===== config.mk =====
export PLATFORM = sky130hd
export DESIGN_NAME = baud_tick_generator_prog
export DESIGN_NICKNAME = d
export VERILOG_FILES = /design/src/rtl/uart_baud_pkg.sv /design/src/rtl/baud_frac_accum.sv /design/src/rtl/baud_tick_generator_prog.sv
export SDC_FILE = /design/constraint.sdc
export NUM_CORES = 1
export LEC_CHECK = 0
export ABC_AREA = 1
export CAP_MARGIN = 40
export CORE_MARGIN = 2
export CORE_UTILIZATION = 49
export DETAILED_ROUTE_END_ITERATION = 16
export MAX_ROUTING_LAYER = met4
export PLACE_DENSITY = 0.78
export REMOVE_ABC_BUFFERS = 1
export SYNTH_ARGS = -nofsm -noshare
export SYNTH_HDL_FRONTEND = slang
export SYNTH_SLANG_ARGS = --single-unit

===== constraint.sdc =====
create_clock -name i_clock -period 6.6 [get_ports i_clock]
set_clock_uncertainty 0.1 [all_clocks]
set_input_delay 0.99 -clock i_clock [delete_from_list [all_inputs] [get_ports i_clock]]
set_output_delay 0.99 -clock i_clock [all_outputs]
set_load 0.05 [all_outputs]

===== src/rtl/uart_baud_pkg.sv =====
// Shared UART baud constants, divisor typedefs and the clock/baud -> divisor helper.
package uart_baud_pkg;

  localparam int     OVERSAMPLE_DEF    = 16;
  localparam int     DIV_INT_BITS_DEF  = 16;
  localparam int     DIV_FRAC_BITS_DEF = 4;
  localparam longint CLOCK_RATE        = 100_000_000;
  localparam longint BAUD_RATE         = 9600;

  typedef logic [DIV_INT_BITS_DEF-1:0]  div_int_t;
  typedef logic [DIV_FRAC_BITS_DEF-1:0] div_frac_t;

  // Fixed-point divisor (int part << frac_bits | frac part), rounded to nearest.
  function automatic longint calc_div_fx(input longint clk_hz, input longint baud,
                                         input int os, input int frac_bits);
    longint den;
    den = baud * longint'(os);
    return ((clk_hz << frac_bits) + den / 2) / den;
  endfunction

  localparam longint DEF_DIV_FX   = calc_div_fx(CLOCK_RATE, BAUD_RATE, OVERSAMPLE_DEF,
                                                DIV_FRAC_BITS_DEF);
  localparam int     DEF_DIV_INT  = int'(DEF_DIV_FX >> DIV_FRAC_BITS_DEF);
  localparam int     DEF_DIV_FRAC = int'(DEF_DIV_FX & ((64'd1 << DIV_FRAC_BITS_DEF) - 1));

endpackage


===== src/rtl/baud_frac_accum.sv =====
// Fractional divisor accumulator: holds the active fraction, acc and the carry that
// stretches the following oversample period by one cycle.
module baud_frac_accum
  import uart_baud_pkg::*;
#(
  parameter int FRAC_BITS  = DIV_FRAC_BITS_DEF,
  parameter int RESET_FRAC = DEF_DIV_FRAC
) (
  input  logic                 i_clock,
  input  logic                 i_reset,
  input  logic                 i_tick,
  input  logic                 i_apply,
  input  logic [FRAC_BITS-1:0] i_frac_new,
  output logic                 o_carry
);

  logic [FRAC_BITS-1:0] frac_q, frac_d;
  logic [FRAC_BITS-1:0] acc_q, acc_d;
  logic                 carry_q, carry_d;

  always_comb begin
    frac_d  = frac_q;
    acc_d   = acc_q;
    carry_d = carry_q;
    // A divisor change restarts the fraction so the new rate begins phase-clean.
    if (i_apply) begin
      frac_d  = i_frac_new;
      acc_d   = '0;
      carry_d = 1'b0;
    end else if (i_tick) begin
      {carry_d, acc_d} = {1'b0, acc_q} + {1'b0, frac_q};
    end
  end

  always_ff @(posedge i_clock) begin
    if (i_reset) begin
      frac_q  <= FRAC_BITS'(RESET_FRAC);
      acc_q   <= '0;
      carry_q <= 1'b0;
    end else begin
      frac_q  <= frac_d;
      acc_q   <= acc_d;
      carry_q <= carry_d;
    end
  end

  assign o_carry = carry_q;

endmodule


===== src/rtl/baud_tick_generator_prog.sv =====
// Programmable fractional baud tick generator (oversample / bit / mid-bit ticks).
// Fractional divisor support is built only when BAUD_FRAC_DIV_EN is defined.
module baud_tick_generator_prog
  import uart_baud_pkg::*;
#(
  parameter int DIV_INT_BITS   = DIV_INT_BITS_DEF,
  parameter int DIV_FRAC_BITS  = DIV_FRAC_BITS_DEF,
  parameter int OVERSAMPLE     = OVERSAMPLE_DEF,
  parameter int RESET_DIV_INT  = DEF_DIV_INT,
  parameter int RESET_DIV_FRAC = DEF_DIV_FRAC
) (
  input  logic                     i_clock,
  input  logic                     i_reset,
  input  logic                     i_enable,
  input  logic [DIV_INT_BITS-1:0]  i_div_int,
  input  logic [DIV_FRAC_BITS-1:0] i_div_frac,
  input  logic                     i_div_load,
  output logic                     o_os_tick,
  output logic                     o_bit_tick,
  output logic                     o_mid_tick,
  output logic                     o_div_pending,
  output logic [DIV_INT_BITS-1:0]  o_div_active
);

  localparam int OS_W = $clog2(OVERSAMPLE);

  logic [DIV_INT_BITS-1:0] cnt_q, cnt_d;
  logic [DIV_INT_BITS-1:0] active_int_q, active_int_d;
  logic [DIV_INT_BITS-1:0] shadow_int_q, shadow_int_d;
  logic [OS_W-1:0]         os_cnt_q, os_cnt_d;
  logic                    pending_q, pending_d;

  logic [DIV_INT_BITS-1:0] eff_int, period_m1, new_int;
  logic                    os_tick, apply, carry;

  // Zero divisor runs as divide-by-one; carry stretches the period by one cycle.
  assign eff_int   = (active_int_q == '0) ? DIV_INT_BITS'(1) : active_int_q;
  assign period_m1 = eff_int - DIV_INT_BITS'(1) + DIV_INT_BITS'(carry);
  assign os_tick   = i_enable && (cnt_q == period_m1);
  assign new_int   = i_div_load ? i_div_int : shadow_int_q;

  always_comb begin
    cnt_d        = cnt_q;
    os_cnt_d     = os_cnt_q;
    pending_d    = pending_q;
    active_int_d = active_int_q;
    shadow_int_d = i_div_load ? i_div_int : shadow_int_q;
    apply        = 1'b0;
    if (!i_enable) begin
      // Idle load: take effect now and restart phase-aligned.
      if (i_div_load) begin
        apply     = 1'b1;
        cnt_d     = '0;
        os_cnt_d  = '0;
        pending_d = 1'b0;
      end
    end else begin
      cnt_d = os_tick ? '0 : cnt_q + DIV_INT_BITS'(1);
      if (os_tick) os_cnt_d = os_cnt_q + OS_W'(1);
      // Running load: only swap at a period boundary; a coincident load wins directly.
      if (os_tick && (i_div_load || pending_q)) begin
        apply     = 1'b1;
        pending_d = 1'b0;
      end else if (i_div_load) begin
        pending_d = 1'b1;
      end
    end
    if (apply) active_int_d = new_int;
  end

  always_ff @(posedge i_clock) begin
    if (i_reset) begin
      cnt_q        <= '0;
      os_cnt_q     <= '0;
      pending_q    <= 1'b0;
      active_int_q <= DIV_INT_BITS'(RESET_DIV_INT);
      shadow_int_q <= DIV_INT_BITS'(RESET_DIV_INT);
    end else begin
      cnt_q        <= cnt_d;
      os_cnt_q     <= os_cnt_d;
      pending_q    <= pending_d;
      active_int_q <= active_int_d;
      shadow_int_q <= shadow_int_d;
    end
  end

`ifdef BAUD_FRAC_DIV_EN
  logic [DIV_FRAC_BITS-1:0] shadow_frac_q, shadow_frac_d, new_frac;

  assign shadow_frac_d = i_div_load ? i_div_frac : shadow_frac_q;
  assign new_frac      = i_div_load ? i_div_frac : shadow_frac_q;

  always_ff @(posedge i_clock) begin
    if (i_reset) shadow_frac_q <= DIV_FRAC_BITS'(RESET_DIV_FRAC);
    else         shadow_frac_q <= shadow_frac_d;
  end

  baud_frac_accum #(
    .FRAC_BITS  (DIV_FRAC_BITS),
    .RESET_FRAC (RESET_DIV_FRAC)
  ) u_frac (
    .i_clock    (i_clock),
    .i_reset    (i_reset),
    .i_tick     (os_tick),
    .i_apply    (apply),
    .i_frac_new (new_frac),
    .o_carry    (carry)
  );
`else
  logic unused_frac;
  assign unused_frac = ^{i_div_frac, RESET_DIV_FRAC[0]};
  assign carry       = 1'b0;
`endif

  assign o_os_tick     = os_tick;
  assign o_bit_tick    = os_tick && (os_cnt_q == OS_W'(OVERSAMPLE - 1));
  assign o_mid_tick    = os_tick && (os_cnt_q == OS_W'(OVERSAMPLE / 2 - 1));
  assign o_div_pending = pending_q;
  assign o_div_active  = active_int_q;

endmodule


==> run metrics, run 1 <==
Slew @ Worst Pin 731 ps; Top delay family on crit path simple AND/OR/NAND/NOR gates; Post-Layout Cell Count 589; Synthesis Warnings 0; Die H 85.0 um; layout cells sized above 1 7.23%; # IOs 44; Yosys top cell by area dfxtp_1; Fmax 205 MHz; EDFF count, synth 0; first-pass GRT wire length 13100 um; CORE AREA 6350 um^2; DP Area 3630 um^2; data required time at the worst endpoint 5510 ps; placed cell count 582; DRT Pass-1 Iters 4; clock slew at reported path FFs 90 ps; Total Routing Usage GR 22.4%; predominant post-synthesis flop cell dfxtp_1; period utilisation layout 74.0%; Slew HR 51.2%; largest cells by area after synthesis dfxtp_1 (33%), nand2_1 (14%), nand3_1 (7.9%); n_diodes 0; Setup Fix Bufs, Post-CTS 0; Critical Path Start Type flop; Syn Area/Cell 6.68 um^2; number of global-route vias before repair 3030; synth unique cells 38; reg-to-reg setup timing slack 3130 ps; Switch Pwr 0.202 mW; TritonCTS Sinks 53; unrepaired setup endpoints after global routing no; final-report hold violation count 0; cell area after synthesis 3210 um^2; Seq cells post-synth 53; Post-synth ARST share 0%; Clock power frac 31.2%; die width 85.0 um; MaxCap Viol Count 0; number of I/O port buffers 39; P&R area growth vs syn 16.3%; post-synth top area share 33.0%; status finished, final reports clean; Die ar. 7220 um^2; CTS tree yes; register area share after synthesis 33.0%; kind of critical path flop to output pin; Final GP Congestion 0.910; min cycle time layout 4890 ps; Int Power 0.497 mW; DRC viols 0; WP data arrival 3800 ps; CP Capture Type output pin; buffers and inverters on the worst path 2; largest net degree at the start of global routing 32; Hold Buf Count CTS 0; dpl hpwl 5530 um; Post-CTS Resized 0; Crit Path Max Fanout 12; antenna violations before repair 0; worst skew pair latency 300 ps; fin nets 539; Slowest cell on crit path clkdlybuf4s50_1; Mapped Cells 481; power per cell area 187 nW/um^2; leak pwr 1.60 nW; H-tree Lvls 2; Inserted Clock Buffers 5; average wire per standard cell 12.5 um; Commonest cells post-synth nand2_1 (118), nor2_1 (61), dfxtp_1 (53), nand3_1 (51), inv_1 (45); CP max stage delay 830 ps; Critical Path, Cell by Cell nor2_1 > nand2_1 > nor2_4 > nand2_2 > nand2_1 > inv_1 > ha_1 > nand2_2 > xor2_1 > o22ai_1 > a21oi_1 > nand4_1 > nor2_1 > nand4_1 > nor3_1 > clkdlybuf4s50_1; Net Sw Frac 28.9%; combinational power share 19.2%; via count 3169; # setup viols final 0; grt total ovfl 0; HP Class flop to flop; Initial Util 50.6%; count leader, synth nand2_1; setup TNS 0 ps; First DRT Iteration DRCs 182; row count 29; final-report max-slew violation count 0; root buf cell clkbuf_8; Antenna Nets Post-Route 0; CTS Buffer Depth 2; Worst VDD drop 127 uV; Routed WL 7350 um; Reg power frac 49.5%; drt via density 5.38; fin area 3740 um^2
-- flip-flops by register name, summed over array words and instances, names as in the netlist --
register / count
o_div_active: 16
os_cnt_q: 4
shadow_int_q: 16
o_div_pending: 1
cnt_q: 16
-- per-layer routing --
layer	vias up	share of wire, %	GRT usage (%)
met3	17	4.4	2.92
li1	1619	-	-
met4	0	2.2	8.51
met1	1436	45	27.7
met5	-	0	-
met2	97	48	37.1
-- cells by family after synthesis --
logic type / after synthesis / synth area share [%]
XOR/XNOR: 17 / 5.06
buffers and inverters: 68 / 9.07
AND/OR/NAND/NOR: 287 / 41.5
flip-flops: 53 / 33.0
multiplexers: 11 / 3.43
AO/OA/AOI/OAI: 42 / 6.78
adder cells (fa/ha/maj): 3 / 1.17
-- area by class of cell --
type / instances / area (um^2)
Multi-Input combinational cell: 360 / 1860
Fill cell: 586 / 2610
Tap cell: 77 / 96.3
Clock inverter: 2 / 38.8
Sequential cell: 53 / 1060
Inverter: 49 / 184
Clock buffer: 5 / 68.8
Timing Repair Buffer: 43 / 428
-- worst register-to-register path, cell delays in order (launching register included) --
cell and delay (ps):
dfxtp_1 380, nor2_1 230, nand2_1 160, nor2_4 160
nand2_2 180, nand2_1 130, inv_1 50, ha_1 230
nand2_2 150, nor2_4 70, nand2_1 50, nand2_1 60
nand3_1 110, nand2_1 80, nor2_1 90, nand3_1 110
nor2_2 180, nand3_4 120, nand2_4 290, nand2_1 220
nand2_1 100, nand3_1 60
-- per-stage QoR --
stage               hold slack [ps]  setup slack, ps  power (mW)  util [%]
finish                          361             1710       0.699      58.9
global route                    395             1330       0.734      58.9
CTS                             366             1710       0.707      58.9
detailed placement              343             2110       0.487      57.2
global placement                333             2110       0.482      56.8
floorplan                       324             2000       0.438         -
-- worst paths after layout --
check | startpoint | end | cells past startpoint
hold reg to reg | shadow_int_q[3] | shadow_int_q[3] | 2
setup reg to reg | o_div_active[8] | o_div_active[3] | 21
hold / removal | shadow_int_q[3] | shadow_int_q[3] | 2
setup / recovery | o_div_active[8] | o_mid_tick | 16
-- cells in the final DEF, fill, tap and decap left out, types with 3 or more instances in the layout --
cell type | netlist | layout
nand2_1 | 118 | 118
nor2_1 | 61 | 61
dfxtp_1 | 53 | 53
nand3_1 | 51 | 51
inv_1 | 45 | 45
clkdlybuf4s50_1 | 0 | 39
a21oi_1 | 31 | 31
nand4_1 | 20 | 20
xor2_1 | 11 | 11
mux2i_1 | 11 | 11
o21ai_0 | 7 | 7
or2_2 | 6 | 6
nor3_1 | 6 | 6
nand3b_1 | 5 | 5
xnor2_1 | 5 | 5
clkbuf_8 | 0 | 5
nor2_2 | 4 | 4
nand2_2 | 3 | 3
nor2_4 | 3 | 3
nand3_2 | 3 | 3
inv_2 | 3 | 3
ha_1 | 3 | 3
buf_4 | 1 | 3
-- power by group through the flow --
stage | Combinational (mW) | Clock [mW] | Sequential [mW]
after global routing | 0.149 | 0.237 | 0.348
after global placement | 0.129 | 0 | 0.353
after CTS | 0.134 | 0.226 | 0.346
after detailed placement | 0.134 | 0 | 0.353
final | 0.134 | 0.218 | 0.346
after floorplan | 0.0651 | 0 | 0.372
Note: power is estimated with default switching activity, not from simulation.
==> inputs of run 2 (changes only) <==
==> constraint.sdc (replaced) <==
create_clock -name i_clock -period 4.5 [get_ports i_clock]
set_clock_uncertainty 0.1 [all_clocks]
set_input_delay 0.675 -clock i_clock [delete_from_list [all_inputs] [get_ports i_clock]]
set_output_delay 0.675 -clock i_clock [all_outputs]
set_load 0.05 [all_outputs]
==> run 2 against run 1 <==
Net effect:
- sequential power is 47% higher
- routed wire length is 1.8% higher
- clock power is 37% higher
- register-to-register slack worse by 1900 ps
- combinational power is 49% higher
- total power is 44% higher
- global-route usage is 0.26 points lower
- sequential share of layout area is 0.057 points lower
- hold slack hardly changed
- final cell count is 0.51% higher
- via count is 1.9% lower
- critical path depth is 2 higher
==> run metrics, run 2 (same netlist as run 1, synthesis figures left out) <==
status finished, final reports clean; worst skew pair latency 310 ps (about the same); met2 WL 3650 um (+3.6%); combinational power share 19.8% (+0.6 points); placed cell count 584 (+0.34%); beginning of the critical path o_div_active[4]; TritonCTS Sinks 53 (unchanged); largest net degree at the start of global routing 32 (unchanged); Crit Path Max Fanout 6 (-6); kind of critical path flop to output pin; DRT Pass-1 Iters 5 (+1); number of global-route vias before repair 2951 (-2.6%); Slew @ Worst Pin 735 ps (+4.84 ps); fin area 3740 um^2 (+0.20%); setup TNS 0 ps (unchanged); Inserted Clock Buffers 5 (unchanged); fin nets 541 (+0.37%); clock slew at reported path FFs 100 ps (about the same); top sig layer met4; HP Class flop to flop; Post-Layout Cell Count 592 (+0.51%); WP data arrival 3190 ps (-610 ps); unrepaired setup endpoints after global routing no; Total Routing Usage GR 22.1% (-0.26 points); Antenna Nets Post-Route 0 (unchanged); number of I/O port buffers 39 (unchanged); Die H 85.0 um (unchanged); Routed WL 7480 um (+1.8%); period utilisation layout 88.1%; CTS tree yes; Switch Pwr 0.313 mW (+55%); Setup Fix Bufs, Post-CTS 0 (unchanged); data required time at the worst endpoint 3720 ps (-1790 ps); CORE AREA 6350 um^2 (unchanged); Critical Path, Cell by Cell nor2_1 > nand2_2 > nor2_4 > nand2_2 > nand2_1 > inv_1 > ha_1 > inv_1 > nor2_1 > nand2_1 > xnor3_1 > nand2b_1 > inv_1 > nand4_1 > nor2_1 > nand4_1 > nor3_1 > dlymetal6s2s_1; Die ar. 7220 um^2 (unchanged); n_diodes 0 (unchanged); average wire per standard cell 12.6 um (+1.3%); Critical Path Start Type flop; Final GP Congestion 0.920 (+1.1%); Hold Buf Count CTS 0 (unchanged); CP max stage delay 470 ps (-360 ps); layout cells sized above 1 7.77% (+0.54 points); DRC viols 0 (unchanged); CP Capture Type output pin; leak pwr 1.66 nW (+3.8%); Clock power frac 29.7% (-1.5 points); origin of the critical flop-to-flop path o_div_active[4]; first-pass GRT wire length 13100 um (-0.68%); Setup WS post-layout 534 ps (-1180 ps); drt via density 5.25 (-2.4%); Slew HR 50.9% (-0.32 points); CTS Buffer Depth 2 (unchanged); # IOs 44 (unchanged); DR WL met3 270 um (-16%); min-delay src shadow_int_q[1]; worst slack, placed 497 ps (-1610 ps); via count 3108 (-1.9%); MaxCap Viol Count 0 (unchanged); buffers and inverters on the worst path 4 (+2); M1 WL 3460 um (+3.6%); row count 29 (unchanged); dpl hpwl 5560 um (+0.64%); min cycle time layout 3970 ps; Net Sw Frac 31.1% (+2.2 points); die width 85.0 um (unchanged); Worst VDD drop 198 uV (+56%); DP Area 3640 um^2 (+0.21%); root buf cell clkbuf_8; grt total ovfl 0 (unchanged); most common cell after layout, fill and taps aside nand2_1; total power 1.00 mW (+44%); P&R area growth vs syn 16.5%; final-report max-slew violation count 0 (unchanged); Int Power 0.692 mW (+39%); First DRT Iteration DRCs 167 (-8.2%); Fmax 252 MHz; most frequent cells in the layout nand2_1 (118), nor2_1 (61), dfxtp_1 (53), nand3_1 (51), inv_1 (45); Slowest cell on crit path dfxtp_1; Initial Util 50.6% (unchanged); # setup viols final 0 (unchanged); final-report hold violation count 0 (unchanged); Reg power frac 50.5% (+1.0 points); power per cell area 268 nW/um^2 (+43%); H-tree Lvls 2 (unchanged); Top delay family on crit path simple AND/OR/NAND/NOR gates; antenna violations before repair 0 (unchanged)
run 2: changes by cell type in the layout (fill, tap and decap cells not counted), sizes merged:
| cell | change |
|---|---|
| buf | +2 |
| bufinv | -1 |
| clkbuf | +1 |
| clkdlybuf4s50 | -3 |
| clkinv | +1 |
| dlymetal6s2s | +3 |
run 2: metal layers:
metal | up-vias | track usage (%)
met2 | 61 | 37.3
li1 | 1622 | -
met1 | 1414 | 27.7
met5 | - | -
met4 | 0 | 5.77
met3 | 11 | 3.40
run 2: per-stage QoR:
| step | hold WS (ps) | util, % |
|---|---|---|
| floorplan | 324 | - |
| detailed placement | 341 | 57.3 |
| finish | 361 | 59.0 |
| global placement | 333 | 57.2 |
| CTS | 367 | 58.9 |
| global route | 399 | 59.0 |
run 2: worst register-to-register path, delay by kind of cell (launching register included):
| family | cells | cell delay (ps) |
|---|---|---|
| adders and majority gates | 1 | 210 |
| buffers and inverters | 1 | 60 |
| DFF | 1 | 470 |
| and+or+nand+nor | 20 | 2270 |
run 2: worst paths after layout:
path / endpoint / slack (ps) / cells past startpoint
hold reg to reg: shadow_int_q[1] / 360 / 2
setup reg to reg: o_div_active[0] / 1260 / 22
setup / recovery: o_mid_tick / 530 / 18
hold / removal: shadow_int_q[1] / 360 / 2
run 2: cell type report:
class	count	area (um^2)
timing repair buffer	45	443
clock buffer	6	82.6
inverter	49	184
clock inverter	2	17.5
fill	588	2610
tap	77	96.3
multi-input combinational	360	1860
sequential	53	1060
run 2: power by group through the flow:
stage          clock (mW)  sequential [mW]  combinational [mW]
6_report            0.298            0.507               0.199
5_1_grt             0.322            0.511               0.217
4_1_cts             0.308            0.508               0.199
3_5_place_dp            0            0.518               0.198
3_3_place_gp            0            0.517               0.193
2_1_floorplan           0            0.546              0.0955
run 2: repair_timing:
action / 4_1_cts / 5_1_grt
gates resized for setup: 0 / 3
endpoints found under the hold margin: 0 / 0
setup endpoints to repair: 0 / 3
==> inputs of run 3 (changes only) <==
--- a/config.mk
+++ b/config.mk
@@ -11,7 +11,7 @@
 export CORE_UTILIZATION = 49
 export DETAILED_ROUTE_END_ITERATION = 16
 export MAX_ROUTING_LAYER = met4
-export PLACE_DENSITY = 0.78
+export PLACE_DENSITY = 0.73
 export REMOVE_ABC_BUFFERS = 1
 export SYNTH_ARGS = -nofsm -noshare
 export SYNTH_HDL_FRONTEND = slang
==> run 3 against run 2 <==
Net effect:
- flip-flop and latch count stayed put
- core utilization stayed put
- global-route usage is 0.30 points lower
- register-to-register slack hardly changed
- fmax is 1.6% lower
- largest cell class unchanged
- largest power group unchanged
==> run metrics, run 3 (same netlist as run 1, synthesis figures left out) <==
data required time at the worst endpoint 3720 ps (about the same); power per cell area 268 nW/um^2 (about the same); HP Class flop to flop; Crit Path Max Fanout 6 (unchanged); H-tree Lvls 2 (unchanged); Final GP Congestion 0.827 (-10%); CTS Buffer Depth 2 (unchanged); largest net degree at the start of global routing 32 (unchanged); fin nets 541 (unchanged); Antenna Nets Post-Route 0 (unchanged); kind of critical path flop to output pin; P&R area growth vs syn 16.5% (unchanged); MaxCap Viol Count 0 (unchanged); busiest metal layer after global routing met2; DRC viols 0 (unchanged); CP Capture Type output pin; reg-to-reg setup timing slack 1250 ps (about the same); DP Area 3640 um^2 (unchanged); most common cell after layout, fill and taps aside nand2_1; leak pwr 1.66 nW (unchanged); min-delay src shadow_int_q[9]; Die H 85.0 um (unchanged); min cycle time layout 4030 ps (+66.0 ps); drt via density 5.23 (-0.35%); Critical Path Start Type flop; # setup viols final 0 (unchanged); end of the worst register-to-register path o_div_active[9]; Total Routing Usage GR 21.8% (-0.30 points); setup TNS 0 ps (unchanged); Inserted Clock Buffers 5 (unchanged); multi-input logic area 1860 um^2 (unchanged); register area 1060 um^2 (unchanged); final-report hold violation count 0 (unchanged); First DRT Iteration DRCs 162 (-3.0%); die width 85.0 um (unchanged); status finished, final reports clean; row count 29 (unchanged); number of global-route vias before repair 2829 (-4.1%); Hold Path End shadow_int_q[9]; hold slack 363 ps (+1.97 ps); Slew @ Worst Pin 736 ps (+0.122 ps); most frequent cells in the layout nand2_1 (118), nor2_1 (61), dfxtp_1 (53), nand3_1 (51), inv_1 (45); Hold Path Stages 2 (unchanged); final-report max-slew violation count 0 (unchanged); origin of the critical flop-to-flop path o_div_active[8]; Worst VDD drop 162 uV (-18%); first-pass GRT wire length 12700 um (-2.9%); Fill cells 610 (+3.7%); R2R depth 18 (-18%); Setup Fix Bufs, Post-CTS 0 (unchanged); Initial Util 50.6% (unchanged); Slew HR 50.9% (about the same); met2 usage 35.8% (-1.5 points); Die ar. 7220 um^2 (unchanged); # IOs 44 (unchanged); placed cell count 584 (unchanged); number of I/O port buffers 39 (unchanged); fin area 3740 um^2 (unchanged); WP data arrival 3260 ps (+70 ps); average wire per standard cell 12.7 um (+0.53%); worst skew pair latency 310 ps (about the same); DRT Pass-1 Iters 4 (-1); CTS tree yes; unrepaired setup endpoints after global routing no; via count 3097 (-0.35%); Fmax 248 MHz (-1.6%); GRT met1 Usage 27.7% (about the same); grt total ovfl 0 (unchanged); antenna violations before repair 0 (unchanged); CORE AREA 6350 um^2 (unchanged); dpl hpwl 5620 um (+1.1%); root buf cell clkbuf_8; layout cells sized above 1 7.77% (unchanged); Routed WL 7520 um (+0.53%); Post-Layout Cell Count 592 (unchanged); met3 Use GR 4.38% (+0.97 points); clock slew at reported path FFs 100 ps (about the same); total power 1.01 mW (about the same); period utilisation layout 89.6% (+1.5 points); n_diodes 0 (unchanged); TritonCTS Sinks 53 (unchanged)
## run 3: cell counts in the layout (fill, tap and decap cells not counted)
No cell type changed its count.
## run 3: cell type report
| type | instances | area share [%] |
|---|---|---|
| multi-input cells | 360 | 49.7 |
| flip-flops and latches | 53 | 28.3 |
| repair buffers | 45 | 11.8 |
| inverters | 49 | 4.91 |
| well taps | 77 | 2.57 |
| clock buffers | 6 | 2.21 |
| clock inverters | 2 | 0.468 |
## run 3: worst max-delay path by stage
stage | from | to | cells after the start
floorplan | o_div_active[4] | o_mid_tick | 17
global placement | o_div_active[8] | o_mid_tick | 18
detailed placement | o_div_active[8] | o_mid_tick | 18
CTS | o_div_active[8] | o_mid_tick | 18
global route | o_div_active[8] | o_mid_tick | 19
finish | o_div_active[8] | o_mid_tick | 18
## run 3: metal layers
metal	vias up	share of wire [%]
met4	0	1.3
met1	1415	47
met3	8	4.0
li1	1625	-
met2	49	48
met5	-	0
## run 3: through the flow
stage / setup slack [ps] / util (%)
5_1_grt: 175 / 59.0
6_report: 468 / 59.0
3_3_place_gp: 503 / 57.2
2_1_floorplan: 216 / -
3_5_place_dp: 440 / 57.3
4_1_cts: 73.3 / 58.9
## run 3: report_power, final
group	switching [mW]	internal, mW	leakage, nW	total (mW)
Sequential	0.0179	0.489	0.434	0.507
Clock	0.171	0.128	0.0518	0.299
Combinational	0.124	0.0750	1.18	0.199
Total	0.313	0.692	1.66	1.01
## run 3: timing repair
item,in CTS,in global routing
gates resized for setup,0,3
hold buffers,0,0
endpoints found under the setup margin,0,3
## run 3: critical path: stages, from the launching register on
cell	delay (ps)
dfxtp_1	390
nor2_1	210
nand2_1	140
nor2_4	150
nand2_2	60
nand2_1	80
inv_1	50
ha_1	240
inv_1	70
nor2_1	60
nand2_1	70
xnor3_1	230
nand2b_1	160
inv_1	50
nand4_1	70
nor2_1	130
nand4_1	170
nor3_1	180
dlymetal6s2s_1	440
